`src/rtl/uart_pkg.sv`:
```
// Shared UART definitions: transmit FSM states, register addresses and STATUS bit positions.
package uart_pkg;

  typedef enum logic [2:0] {
    TX_IDLE,
    TX_START,
    TX_DATA,
    TX_PARITY,
    TX_STOP
  } tx_state_e;

  localparam logic [3:0] UART_ADDR_TXDATA = 4'h0;
  localparam logic [3:0] UART_ADDR_BAUD   = 4'h4;
  localparam logic [3:0] UART_ADDR_STATUS = 4'h8;

  localparam int STAT_BUSY  = 0;
  localparam int STAT_FULL  = 1;
  localparam int STAT_OVF   = 2;
  localparam int STAT_EMPTY = 3;

endpackage

```
`src/rtl/uart_tx_fifo.sv`:
```
// Synchronous byte FIFO for the UART transmitter; pointers carry one extra wrap bit
// so full and empty are told apart without a separate counter.
module uart_tx_fifo #(
  parameter int DEPTH = 4
) (
  input  logic       clock,
  input  logic       reset,
  input  logic       push,
  input  logic       pop,
  input  logic [7:0] wdata,
  output logic [7:0] rdata,
  output logic       full,
  output logic       empty
);

  localparam int AW = $clog2(DEPTH);

  logic [7:0]  mem [DEPTH];
  logic [AW:0] wr_ptr_reg;
  logic [AW:0] rd_ptr_reg;

  assign empty = (wr_ptr_reg == rd_ptr_reg);
  assign full  = (wr_ptr_reg[AW] != rd_ptr_reg[AW]) &&
                 (wr_ptr_reg[AW-1:0] == rd_ptr_reg[AW-1:0]);
  assign rdata = mem[rd_ptr_reg[AW-1:0]];

  always_ff @(posedge clock or negedge reset) begin
    if (!reset) begin
      wr_ptr_reg <= '0;
      rd_ptr_reg <= '0;
    end else begin
      if (push) wr_ptr_reg <= wr_ptr_reg + 1'b1;
      if (pop)  rd_ptr_reg <= rd_ptr_reg + 1'b1;
    end
  end

  // Storage has no reset so it can map onto plain distributed RAM.
  always_ff @(posedge clock) begin
    if (push) mem[wr_ptr_reg[AW-1:0]] <= wdata;
  end

endmodule

```
`src/rtl/uart_tx_engine.sv`:
```
// Memory-mapped 8N1 UART transmitter with TX FIFO and programmable baud divisor.
// Define UART_TX_PARITY_EN to append an even-parity bit (11-bit frames).
module uart_tx_engine
  import uart_pkg::*;
#(
  parameter int          FIFO_DEPTH  = 4,
  parameter logic [15:0] DEFAULT_DIV = 16'd16
) (
  input  logic        clock,
  input  logic        reset,
  input  logic        uart_sel,
  input  logic        uart_wr_enable,
  input  logic [3:0]  uart_addr,
  input  logic [31:0] wdata_mem,
  output logic [31:0] uart_data,
  output logic        tx_bit,
  output logic        tx_busy
);

  tx_state_e   state_reg, state_next;
  logic [15:0] cnt_reg, cnt_next;
  logic [15:0] div_reg, div_next;
  logic [2:0]  bit_reg, bit_next;
  logic [7:0]  byte_reg, byte_next;
  logic        tx_bit_reg, tx_bit_next;
  logic        tx_busy_reg, tx_busy_next;
  logic [15:0] baud_reg;
  logic        ovf_reg;

  logic       wr_hit, push_req, push_ok, pop;
  logic       fifo_full, fifo_empty;
  logic [7:0] fifo_rdata;
  logic       bit_done;
  logic [2:0] bit_inc;
  logic       unused_wdata;

  assign wr_hit       = uart_sel & uart_wr_enable;
  assign push_req     = wr_hit && (uart_addr == UART_ADDR_TXDATA);
  assign push_ok      = push_req && (!fifo_full || pop);
  assign bit_done     = (cnt_reg == 16'd0);
  assign bit_inc      = bit_reg + 3'd1;
  assign unused_wdata = ^wdata_mem[31:16];

  uart_tx_fifo #(.DEPTH(FIFO_DEPTH)) u_fifo (
    .clock (clock),
    .reset (reset),
    .push  (push_ok),
    .pop   (pop),
    .wdata (wdata_mem[7:0]),
    .rdata (fifo_rdata),
    .full  (fifo_full),
    .empty (fifo_empty)
  );

  always_ff @(posedge clock or negedge reset) begin
    if (!reset) begin
      baud_reg <= DEFAULT_DIV;
      ovf_reg  <= 1'b0;
    end else begin
      if (wr_hit && uart_addr == UART_ADDR_BAUD)
        baud_reg <= (wdata_mem[15:0] == 16'd0) ? 16'd1 : wdata_mem[15:0];
      if (push_req && !push_ok)
        ovf_reg <= 1'b1;
      else if (wr_hit && uart_addr == UART_ADDR_STATUS && wdata_mem[STAT_OVF])
        ovf_reg <= 1'b0;
    end
  end

  always_ff @(posedge clock or negedge reset) begin
    if (!reset) begin
      state_reg   <= TX_IDLE;
      cnt_reg     <= '0;
      div_reg     <= DEFAULT_DIV;
      bit_reg     <= '0;
      byte_reg    <= '0;
      tx_bit_reg  <= 1'b1;
      tx_busy_reg <= 1'b0;
    end else begin
      state_reg   <= state_next;
      cnt_reg     <= cnt_next;
      div_reg     <= div_next;
      bit_reg     <= bit_next;
      byte_reg    <= byte_next;
      tx_bit_reg  <= tx_bit_next;
      tx_busy_reg <= tx_busy_next;
    end
  end

  // tx_bit is computed from the next state so the line changes on the same
  // edge as the state, giving a start bit one cycle after the push edge.
  always_comb begin
    state_next  = state_reg;
    cnt_next    = cnt_reg - 16'd1;
    div_next    = div_reg;
    bit_next    = bit_reg;
    byte_next   = byte_reg;
    tx_bit_next = tx_bit_reg;
    pop         = 1'b0;
    case (state_reg)
      TX_IDLE: begin
        cnt_next    = cnt_reg;
        tx_bit_next = 1'b1;
        if (!fifo_empty) pop = 1'b1;
      end
      TX_START: begin
        if (bit_done) begin
          state_next  = TX_DATA;
          bit_next    = 3'd0;
          cnt_next    = div_reg - 16'd1;
          tx_bit_next = byte_reg[0];
        end
      end
      TX_DATA: begin
        if (bit_done) begin
          cnt_next = div_reg - 16'd1;
          if (bit_reg == 3'd7) begin
`ifdef UART_TX_PARITY_EN
            state_next  = TX_PARITY;
            tx_bit_next = ^byte_reg;
`else
            state_next  = TX_STOP;
            tx_bit_next = 1'b1;
`endif
          end else begin
            bit_next    = bit_inc;
            tx_bit_next = byte_reg[bit_inc];
          end
        end
      end
`ifdef UART_TX_PARITY_EN
      TX_PARITY: begin
        if (bit_done) begin
          state_next  = TX_STOP;
          cnt_next    = div_reg - 16'd1;
          tx_bit_next = 1'b1;
        end
      end
`endif
      TX_STOP: begin
        if (bit_done) begin
          if (!fifo_empty) begin
            pop = 1'b1;
          end else begin
            state_next  = TX_IDLE;
            cnt_next    = 16'd0;
            tx_bit_next = 1'b1;
          end
        end
      end
      default: begin
        state_next  = TX_IDLE;
        cnt_next    = 16'd0;
        tx_bit_next = 1'b1;
      end
    endcase
    // Launching a frame latches BAUD so later writes only affect the next frame.
    if (pop) begin
      state_next  = TX_START;
      byte_next   = fifo_rdata;
      div_next    = baud_reg;
      cnt_next    = baud_reg - 16'd1;
      tx_bit_next = 1'b0;
    end
  end

  assign tx_busy_next = (state_next != TX_IDLE) || !fifo_empty || push_ok;

  always_comb begin
    uart_data = 32'd0;
    case (uart_addr)
      UART_ADDR_BAUD: uart_data = {16'd0, baud_reg};
      UART_ADDR_STATUS: begin
        uart_data[STAT_BUSY]  = tx_busy_reg;
        uart_data[STAT_FULL]  = fifo_full;
        uart_data[STAT_OVF]   = ovf_reg;
        uart_data[STAT_EMPTY] = fifo_empty;
      end
      default: uart_data = 32'd0;
    endcase
  end

  assign tx_bit  = tx_bit_reg;
  assign tx_busy = tx_busy_reg;

endmodule

```
`config.mk`:
```
export PLATFORM = sky130hd
export DESIGN_NAME = uart_tx_engine
export DESIGN_NICKNAME = d
export VERILOG_FILES = /design/src/rtl/uart_pkg.sv /design/src/rtl/uart_tx_fifo.sv /design/src/rtl/uart_tx_engine.sv
export SDC_FILE = /design/constraint.sdc
export NUM_CORES = 1
export LEC_CHECK = 0
export CAP_MARGIN = 40
export CORE_ASPECT_RATIO = 1.2
export CORE_MARGIN = 2
export CORE_UTILIZATION = 55
export DETAILED_ROUTE_END_ITERATION = 8
export GPL_TIMING_DRIVEN = 0
export HOLD_SLACK_MARGIN = 0.1
export MAX_ROUTING_LAYER = met4
export PLACE_DENSITY = 0.8
export SLEW_MARGIN = 20
export SYNTH_ARGS = -nofsm -noshare
export SYNTH_HDL_FRONTEND = slang
export SYNTH_SLANG_ARGS = --single-unit
```
`constraint.sdc`:
```
create_clock -name clock -period 4.6 [get_ports clock]
set_clock_uncertainty 0.15 [all_clocks]
set_input_delay 0.92 -clock clock [delete_from_list [all_inputs] [get_ports clock]]
set_output_delay 0.92 -clock clock [all_outputs]
set_load 0.02 [all_outputs]
```
# ---- Word-level counts from Yosys, hierarchy flattened
# Memories as Yosys holds them, arrays and structs flattened. A register that Yosys moved wholly into a read port is not among the register bits.
# Index checks and enable logic that the tools add are counted.
dict set report word_totals {
  reg_bits 63
  inputBits 40
  ramBits 32
  elab_cells 95
  n_memories 1
  out_inout_bits 34
}
# memory depth word_bits read_ports rd_ports_with_merged_regs wr line
set mem_list {}
lappend mem_list {u_fifo.mem 4 8 1 1 1 uart_tx_fifo.sv:18} ;# logic [7:0] mem [DEPTH];
dict set report op_classes {
  magnitude_cmp 1
  reduce_logical 24
  muxes 35
  eq_ne 17
  bitwise_logic 1
  add_sub_neg 6
}
# op count
set op_table {}
lappend op_table {{16-bit two-way mux} 5}
lappend op_table {{16-bit one-hot mux with 3 select lines} 1}
lappend op_table {{16-bit by 1-bit subtractor with 16-bit output, second input constant} 3}
lappend op_table {{16-bit logical NOT} 2}
lappend op_table {{3-bit two-way mux} 9}
lappend op_table {{1-bit two-way mux} 13}
lappend op_table {{12-bit two-way mux} 1}
lappend op_table {{3-bit != test, second input constant} 4}
lappend op_table {{3-bit one-hot mux with 4 select lines} 1}
lappend op_table {{3-bit by 1-bit adder with 3-bit output, second input constant} 3}
lappend op_table {{2-bit != test, second input constant} 4}
lappend op_table {{4-bit one-hot mux with 2 select lines} 1}
lappend op_table {{4-bit AND reduction} 2}
lappend op_table {{1-bit logical AND} 7}
lappend op_table {{3-bit == test, second input constant} 2}
lappend op_table {{3-bit one-hot mux with 2 select lines} 1}
lappend op_table {{4-bit by 3-bit == test with 1-bit output, second input constant} 1}
lappend op_table {{4-bit == test, second input constant} 1}
lappend op_table {{1-bit logical NOT} 4}
lappend op_table {{4-bit logical NOT} 1}
lappend op_table {{3-bit by 4-bit less-than comparator with 1-bit output, second input constant} 1}
lappend op_table {{2-bit nonzero test} 2}
lappend op_table {{1-bit binary-select mux with 3-bit select} 1}
lappend op_table {{3-bit by 1-bit == test with 1-bit output, second input constant} 1}
lappend op_table {{other kinds (11)} 13}

# ---- Depth between registers and ports, before layout
# Gate-level depths: netlist (run 1).
dict set report logic_depth {
  ltp_word 9
  depth_mapped 10
  mapped_depth_nobuf 8
}

# ---- By module
# A second synthesis (run 1) with hierarchy kept.
dict set report unflattened {
  hier_cells 493
  area_unflattened_um2 5626.6
}
# mod seq_area_each_um2 area_per_inst_um2 cells_per_inst instances
set by_module_without_submodules {}
lappend by_module_without_submodules {uart_tx_engine 1630.3 4126.5 421 1}
lappend by_module_without_submodules {uart_tx_fifo 1111.1 1500.2 72 1}

# ---- Worst setup path before layout (run 1)
# Ideal clock, no wire load.
dict set report synth_path {
  kind {input to output}
  startpoint {input port uart_addr[1]}
  endpoint {output port uart_data[10]}
  required_time_ns 3.530
  n_path_buf 2
  stages 5
  t_arrival_ns 1.999
  slack_ns 1.531
  cell_sequence {or2_2 > clkbuf_1 > nor2b_1 > clkbuf_1 > and2_1}
}
dict set report synth_via {
  elab_chain_cells 2
}
# element line
set synth_rtl {}
lappend synth_rtl {{from (decl)} uart_tx_engine.sv:13} ;# input logic [3:0] uart_addr,
lappend synth_rtl {{4-bit by 3-bit == test with 1-bit output} uart_tx_engine.sv:170} ;# case (uart_addr)
lappend synth_rtl {{12-bit two-way mux} uart_tx_engine.sv:170}
lappend synth_rtl {{to (decl)} uart_tx_engine.sv:15} ;# output logic [31:0] uart_data,
# No other way between the ends.

# ---- Worst setup path after layout (run 1)
dict set report layout_path {
  startpoint {input port uart_addr[2]}
  endpoint {output port uart_data[8]}
}
# Same word-level chain as after synthesis.

==> metrics.txt, run 1 <==
# TYPE chip_impl_metric gauge
chip_impl_info{name="status",value="finished, final reports clean"} 1
chip_impl_metric{name="synth_top_area_share",unit="%"} 30.9
chip_impl_metric{name="finalWeightedCongestion",unit=""} 0.898
chip_impl_metric{name="insertedDiodeCount",unit=""} 0
chip_impl_info{name="most_used_routing_layer_in_global_routing",value="met2"} 1
chip_impl_metric{name="grt_pass1_vias",unit=""} 4166
chip_impl_metric{name="p_total",unit="mW"} 3.20
chip_impl_metric{name="pins_over_slew_limit",unit=""} 0
chip_impl_metric{name="final_antenna_net_count",unit=""} 0
chip_impl_metric{name="grt.met3_usage",unit="%"} 2.91
chip_impl_info{name="clock_tree.root_cell",value="sky130_fd_sc_hd__clkbuf_16"} 1
chip_impl_metric{name="synth.ff_latch_count",unit=""} 103
chip_impl_metric{name="fp.dieH",unit="um"} 114
chip_impl_metric{name="area_of_the_mapped_netlist",unit="sq mm"} 0.00551
chip_impl_metric{name="drc",unit=""} 0
chip_impl_metric{name="post-cts-setup-buffer-count",unit=""} 0
chip_impl_info{name="synth.most_common_cell",value="sky130_fd_sc_hd__nand2_1"} 1
chip_impl_metric{name="clkPwrFrac",unit="%"} 24.7
chip_impl_metric{name="fp.coreArea",unit="sq mm"} 0.00991
chip_impl_metric{name="leakage",unit="nW"} 2.75
chip_impl_info{name="tritoncts",value="built"} 1
chip_impl_info{name="synth_top_cell_by_area",value="sky130_fd_sc_hd__dfrtp_1"} 1
chip_impl_metric{name="ios",unit=""} 74
chip_impl_metric{name="post_cts_resize_count",unit=""} 0
chip_impl_metric{name="cts-root-to-sink-buffers",unit=""} 2
chip_impl_metric{name="later_pin_clock_latency_in_the_skew_report",unit="ns"} 0.36
chip_impl_info{name="synth_top_cells_by_count",value="93 x sky130_fd_sc_hd__nand2_1, 68 x sky130_fd_sc_hd__dfrtp_1, 32 x sky130_fd_sc_hd__edfxtp_1"} 1
chip_impl_metric{name="global_route.usage.met2",unit="%"} 42.3
chip_impl_metric{name="worst_ir_drop_vdd",unit="mV"} 0.315
chip_impl_metric{name="initial_core_util",unit="%"} 55.6
chip_impl_metric{name="finalWirelength",unit="um"} 12700
chip_impl_metric{name="clk_transition_reported_paths",unit="ns"} 0.08
chip_impl_metric{name="cts-htree-levels",unit=""} 3
chip_impl_metric{name="grt_use_met1",unit="%"} 33.5
chip_impl_metric{name="hold_buffers",unit=""} 0
chip_impl_metric{name="synth.lib_cells_used.distinct",unit=""} 65
chip_impl_metric{name="finalHoldViolCount",unit=""} 0
chip_impl_metric{name="power_frac_seq",unit="%"} 42.4
chip_impl_metric{name="largest_register_ffs",unit=""} 32
chip_impl_info{name="ys.flop_type",value="sky130_fd_sc_hd__dfrtp_1"} 1
chip_impl_metric{name="cap_violations",unit=""} 0
chip_impl_metric{name="areaGrowthSynthToFinish",unit="%"} 17.6
chip_impl_metric{name="yosys_warnings",unit=""} 0
chip_impl_metric{name="drt_first_pass_iters",unit=""} 4
chip_impl_info{name="min-delay-path-class",value="input pin to asynchronous set/reset pin"} 1
chip_impl_info{name="setup_repair_after_global_routing_missed_its_margin",value="false"} 1
chip_impl_info{name="largest_cells_by_area_after_synthesis",value="sky130_fd_sc_hd__dfrtp_1 31%, sky130_fd_sc_hd__edfxtp_1 17%, sky130_fd_sc_hd__nand2_1 6.3%"} 1
chip_impl_metric{name="cp_max_fo",unit=""} 10
chip_impl_metric{name="finalSetupViolations",unit=""} 0
chip_impl_metric{name="synth_enable_flop_cells",unit=""} 32
chip_impl_metric{name="yosysSeqAreaShare",unit="%"} 49.7
chip_impl_metric{name="worst_hold_slack",unit="ns"} 0.301
chip_impl_metric{name="async_flop_share",unit="%"} 68.9
chip_impl_metric{name="tightestPinTransition",unit="ns"} 0.832
chip_impl_metric{name="grt_usage",unit="%"} 26.0
chip_impl_metric{name="floorplan.die.width",unit="um"} 95.4
chip_impl_metric{name="dr_total_vias",unit=""} 4231
chip_impl_info{name="cp-start-kind",value="input pin"} 1
chip_impl_metric{name="cp.arrival",unit="ns"} 3.20
chip_impl_metric{name="power_density",unit="mW/mm^2"} 493
chip_impl_metric{name="clock_sink_count",unit=""} 103
chip_impl_metric{name="total_switching_power",unit="mW"} 1.17
chip_impl_metric{name="grt_first_pass_wirelength",unit="um"} 21000
chip_impl_metric{name="post_dr_wirelength_cell",unit="um"} 17.4
chip_impl_metric{name="first_iter_violations",unit=""} 373
chip_impl_info{name="path_class",value="input pin to primary output"} 1
chip_impl_metric{name="power_report.internal_total",unit="mW"} 2.02
chip_impl_metric{name="die-area",unit="sq mm"} 0.0108
chip_impl_metric{name="syn_area_per_cell",unit="sq um"} 10.4
chip_impl_metric{name="maximum_clock_frequency",unit="MHz"} 234
chip_impl_metric{name="synth_cells",unit=""} 529
chip_impl_metric{name="cp_data_required_time",unit="ns"} 3.53
chip_impl_metric{name="minimum_clock_period_after_layout",unit="ns"} 4.27
chip_impl_metric{name="accumulated_negative_setup_slack",unit="ns"} 0
chip_impl_metric{name="num-nets-final",unit=""} 648
chip_impl_metric{name="layout.core_utilization",unit="%"} 65.4
chip_impl_metric{name="hpwlAfterDp",unit="um"} 9170
chip_impl_metric{name="combinational_group_share_of_total_power",unit="%"} 33.0
chip_impl_metric{name="regToRegSetupSlack",unit="ns"} 1.51
chip_impl_metric{name="max-slew-margin-rel",unit="%"} 44.3
chip_impl_metric{name="drive_gt1_share",unit="%"} 12.5
chip_impl_metric{name="numCtsBuffers",unit=""} 9
chip_impl_metric{name="placement.io_buffers",unit=""} 41
chip_impl_metric{name="placementRows",unit=""} 40
chip_impl_info{name="endpoint_kind",value="primary output"} 1
chip_impl_metric{name="switching_share_of_power",unit="%"} 36.7
chip_impl_metric{name="antenna_found_initial",unit=""} 0
chip_impl_metric{name="routed_via_density",unit=""} 5.81
chip_impl_metric{name="grt_max_degree",unit=""} 52
chip_impl_metric{name="globalRoute.totalOverflow",unit=""} 0
chip_impl_metric{name="final_cycle_utilization_of_the_critical_path",unit="%"} 92.8
logic make-up after synthesis:
group | after synthesis | share of synthesized area, %
AOI/OAI and AO/OA | 92 | 11.5
xor gates and xnor gates | 39 | 6.20
adders and majority gates | 11 | 2.50
buffers and inverters | 52 | 5.40
DFF | 103 | 49.7
muxes | 15 | 5.09
other | 1 | 0.0680
and+or+nand+nor | 216 | 19.5
area by class of cell:
cell class,count,area [sq um]
buffer,41,256
clock buffer,9,225
clock inverter,7,93.8
fill,744,3430
inverter,11,41.3
multi-input combinational,389,2530
sequential,103,2740
tap,126,158
timing repair buffer,42,435
worst paths after layout:
path                               from                to  cells past startpoint
max                        uart_addr[2]      uart_data[8]                      6
min                               reset        div_reg[8]                      1
max reg2reg                  cnt_reg[2]  u_fifo.mem[3][0]                      5
min reg2reg                 byte_reg[5]       byte_reg[5]                      2
max in group asynchronous         reset       baud_reg[4]                      2
min in group clock          byte_reg[5]       byte_reg[5]                      2
critical path: stages:
cell	delay, ns
sky130_fd_sc_hd__clkdlybuf4s50_1	0.52
sky130_fd_sc_hd__nor2b_1	0.36
sky130_fd_sc_hd__nor2b_1	0.30
sky130_fd_sc_hd__clkbuf_1	0.30
sky130_fd_sc_hd__and2_2	0.20
sky130_fd_sc_hd__clkdlybuf4s50_1	0.60
power groups by stage:
| stage | clock, mW | combinational, mW | sequential [mW] |
|---|---|---|---|
| finish | 0.788 | 1.05 | 1.35 |
| CTS | 0.796 | 1.05 | 1.35 |
| floorplan | 0 | 0.796 | 1.31 |
| global placement | 0 | 0.989 | 1.35 |
| global route | 0.832 | 1.17 | 1.38 |
| detailed placement | 0 | 1.04 | 1.36 |
stage by stage:
stage               area (sq um)  setup WS [ns]  cells
floorplan                   5570           1.53    544
CTS                         6480          0.337    728
global route                6480          0.188    728
detailed placement          6160          0.335    712
global placement            6140          0.131    711
finish                      6480          0.333    728
layout by cell type (no fill, tap or decap), types with 11 or more instances in the layout:
master and n:
sky130_fd_sc_hd__nor3_1 13, sky130_fd_sc_hd__xnor2_1 19, sky130_fd_sc_hd__nand2_1 93, sky130_fd_sc_hd__inv_1 11, sky130_fd_sc_hd__o21ai_0 19, sky130_fd_sc_hd__a21oi_1 18
sky130_fd_sc_hd__dfrtp_1 68, sky130_fd_sc_hd__nor2_1 31, sky130_fd_sc_hd__buf_4 18, sky130_fd_sc_hd__and2_1 16, sky130_fd_sc_hd__ha_1 11, sky130_fd_sc_hd__xor2_1 20
sky130_fd_sc_hd__clkbuf_1 14, sky130_fd_sc_hd__clkdlybuf4s50_1 40, sky130_fd_sc_hd__conb_1 16, sky130_fd_sc_hd__nor4_1 11, sky130_fd_sc_hd__a22o_1 14, sky130_fd_sc_hd__edfxtp_1 32
per-layer routing:
layer,up-vias,wire length [um]
met3,25,599
met5,-,0
li1,2006,-
met4,0,315
met1,2050,5340
met2,150,6440
(Power assumes the default switching activity.)
==> inputs of run 2 (changes only) <==
- HOLD_SLACK_MARGIN: 0.1 -> 0.12
==> results of run 2 <==
Final layout, timing and power as in run 1 (identical DEF).
==> inputs of run 3 (changes only) <==
- CTS_CLUSTER_DIAMETER: not set -> 60
- SETUP_SLACK_MARGIN: not set -> 0.5
==> run 3 against run 2 <==
Against the previous run:
- wire length decreased by 0.29%
- clock-buffer cell count unchanged
- hold slack got worse by 0.0010 ns
- via count increased by 0.64%
- core utilization increased by 0.20 points
- setup slack improved by 0.24 ns
- sequential cell count unchanged
- global-route usage about the same
==> metrics.txt, run 3 (same netlist as run 1, synthesis figures left out) <==
# TYPE chip_impl_metric gauge
chip_impl_info{name="status",value="finished, final reports clean"} 1
chip_impl_metric{name="routed_via_density",unit=""} 5.85
chip_impl_info{name="endpoint_kind",value="primary output"} 1
chip_impl_metric{name="drive_gt1_share",unit="%"} 13.1
chip_impl_info{name="crit_path_cell_trace",value="clkdlybuf4s50_1, or2_2, clkbuf_2, nor2b_2, clkbuf_2, and2_1, clkdlybuf4s50_1"} 1
chip_impl_metric{name="num-nets-final",unit=""} 648
chip_impl_metric{name="p_total",unit="mW"} 3.20
chip_impl_metric{name="post_dr_wirelength_cell",unit="um"} 17.4
chip_impl_metric{name="grt_max_degree",unit=""} 52
chip_impl_metric{name="drt_first_pass_iters",unit=""} 5
chip_impl_metric{name="clk_transition_reported_paths",unit="ns"} 0.08
chip_impl_info{name="slowest_cell_on_crit_path",value="sky130_fd_sc_hd__clkdlybuf4s50_1"} 1
chip_impl_info{name="setup_repair_after_global_routing_missed_its_margin",value="false"} 1
chip_impl_metric{name="drc",unit=""} 0
chip_impl_metric{name="max-slew-margin-rel",unit="%"} 43.8
chip_impl_metric{name="placementRows",unit=""} 40
chip_impl_metric{name="clock_sink_count",unit=""} 103
chip_impl_metric{name="grt_pass1_vias",unit=""} 4165
chip_impl_metric{name="multi_input_comb_area",unit="sq mm"} 0.00253
chip_impl_metric{name="hpwlAfterDp",unit="um"} 9170
chip_impl_metric{name="cap_violations",unit=""} 0
chip_impl_metric{name="placement.io_buffers",unit=""} 41
chip_impl_metric{name="largest_register_ffs",unit=""} 32
chip_impl_metric{name="first_iter_violations",unit=""} 348
chip_impl_metric{name="grt_usage",unit="%"} 26.0
chip_impl_metric{name="layout.core_utilization",unit="%"} 65.6
chip_impl_metric{name="cts-root-to-sink-buffers",unit=""} 2
chip_impl_metric{name="leakage",unit="nW"} 2.85
chip_impl_metric{name="insertedDiodeCount",unit=""} 0
chip_impl_metric{name="final_cycle_utilization_of_the_critical_path",unit="%"} 87.5
chip_impl_metric{name="initial_core_util",unit="%"} 55.6
chip_impl_info{name="path_class",value="input pin to primary output"} 1
chip_impl_metric{name="worst_ir_drop_vdd",unit="mV"} 0.314
chip_impl_metric{name="post-cts-setup-buffer-count",unit=""} 0
chip_impl_metric{name="globalRoute.totalOverflow",unit=""} 0
chip_impl_metric{name="worst_slack_after_detailed_placement",unit="ns"} 0.335
chip_impl_metric{name="ios",unit=""} 74
chip_impl_metric{name="tightestPinTransition",unit="ns"} 0.837
chip_impl_info{name="leading_cell_types_in_the_layout_fill_and_taps_excluded",value="93 x sky130_fd_sc_hd__nand2_1, 68 x sky130_fd_sc_hd__dfrtp_1, 35 x sky130_fd_sc_hd__clkdlybuf4s50_1, 32 x sky130_fd_sc_hd__edfxtp_1, 31 x sky130_fd_sc_hd__nor2_1"} 1
chip_impl_info{name="clock_tree.root_cell",value="sky130_fd_sc_hd__clkbuf_16"} 1
chip_impl_metric{name="power_density",unit="mW/mm^2"} 492
chip_impl_metric{name="antenna_found_initial",unit=""} 0
chip_impl_metric{name="minimum_clock_period_after_layout",unit="ns"} 4.02
chip_impl_metric{name="setup_ws",unit="ns"} 0.576
chip_impl_info{name="worst_path_dominant_cell_family",value="buffers and inverters"} 1
chip_impl_metric{name="final_antenna_net_count",unit=""} 0
chip_impl_metric{name="layout.area.seq",unit="sq mm"} 0.00274
chip_impl_metric{name="maximum_clock_frequency",unit="MHz"} 249
chip_impl_metric{name="fp.dieH",unit="um"} 114
chip_impl_metric{name="areaGrowthSynthToFinish",unit="%"} 17.9
chip_impl_metric{name="finalWeightedCongestion",unit=""} 0.898
chip_impl_metric{name="critPathBufInv",unit=""} 4
chip_impl_metric{name="dr_total_vias",unit=""} 4258
chip_impl_metric{name="finalHoldViolCount",unit=""} 0
chip_impl_metric{name="floorplan.die.width",unit="um"} 95.4
chip_impl_metric{name="hold_buffers",unit=""} 0
chip_impl_metric{name="nFillCells",unit=""} 743
chip_impl_metric{name="later_pin_clock_latency_in_the_skew_report",unit="ns"} 0.36
chip_impl_metric{name="post_cts_resize_count",unit=""} 2
chip_impl_metric{name="critical-path-max-stage-delay",unit="ns"} 0.60
chip_impl_metric{name="accumulated_negative_setup_slack",unit="ns"} 0
chip_impl_info{name="tritoncts",value="built"} 1
chip_impl_metric{name="fp.coreArea",unit="sq mm"} 0.00991
chip_impl_metric{name="finalSetupViolations",unit=""} 0
chip_impl_info{name="most_common_cell_after_layout_fill_and_taps_aside",value="sky130_fd_sc_hd__nand2_1"} 1
chip_impl_metric{name="cp.arrival",unit="ns"} 2.95
chip_impl_metric{name="numCtsBuffers",unit=""} 9
chip_impl_metric{name="finalWirelength",unit="um"} 12700
chip_impl_metric{name="cts-htree-levels",unit=""} 3
chip_impl_info{name="cp-start-kind",value="input pin"} 1
chip_impl_info{name="min-delay-path-class",value="input pin to asynchronous set/reset pin"} 1
chip_impl_metric{name="cp_data_required_time",unit="ns"} 3.53
chip_impl_metric{name="die-area",unit="sq mm"} 0.0108
chip_impl_metric{name="grt_first_pass_wirelength",unit="um"} 20900
chip_impl_metric{name="pins_over_slew_limit",unit=""} 0
chip_impl_metric{name="cp_max_fo",unit=""} 10
-- run 3: worst reg2reg max path: cells and delay by family, from the launching register on --
family | cells | cell delay (ns)
AO/OA/AOI/OAI | 2 | 0.70
AND/OR/NAND/NOR | 3 | 1.45
flip-flops | 1 | 0.43
-- run 3: layout make-up --
type                            instances  area share, %
Inverter                               11          0.635
Clock inverter                          7           1.44
Tap cell                              126           2.43
Timing Repair Buffer                   42           6.89
Sequential cell                       103           42.2
Clock buffer                            9           3.46
Buffer                                 41           3.98
Multi-Input combinational cell        389           39.0
-- run 3: worst paths after layout --
path | startpoint | to | slack, ns | cells after the start
max | uart_addr[1] | uart_data[12] | 0.58 | 7
min | reset | div_reg[8] | 0.30 | 1
max reg2reg | cnt_reg[2] | u_fifo.mem[3][0] | 1.53 | 5
min reg2reg | byte_reg[1] | byte_reg[1] | 0.33 | 2
max in group asynchronous | reset | div_reg[4] | 3.40 | 2
min in group clock | byte_reg[1] | byte_reg[1] | 0.33 | 2
-- run 3: per-stage QoR --
step,hold slack (ns),instance area (sq um),std cells
global route,0.314,6500,728
CTS,0.305,6480,728
global placement,0.305,6140,711
detailed placement,0.317,6160,712
floorplan,0.290,5570,544
finish,0.300,6500,728
-- run 3: power by group --
| part | switching [mW] | leakage (nW) | internal [mW] |
|---|---|---|---|
| clock | 0.395 | 0.154 | 0.394 |
| combinational | 0.566 | 1.52 | 0.486 |
| sequential | 0.211 | 1.18 | 1.14 |
-- run 3: metal layers --
layer  wire [um]  GRT usage [%]  part of all wire, %  vias up
met3         580           2.91                  4.6       27
met5           0              -                    0        -
met1        5320           33.5                   42     2072
li1            -              -                    -     2008
met4         299           10.4                  2.4        0
met2        6450           42.3                   51      151
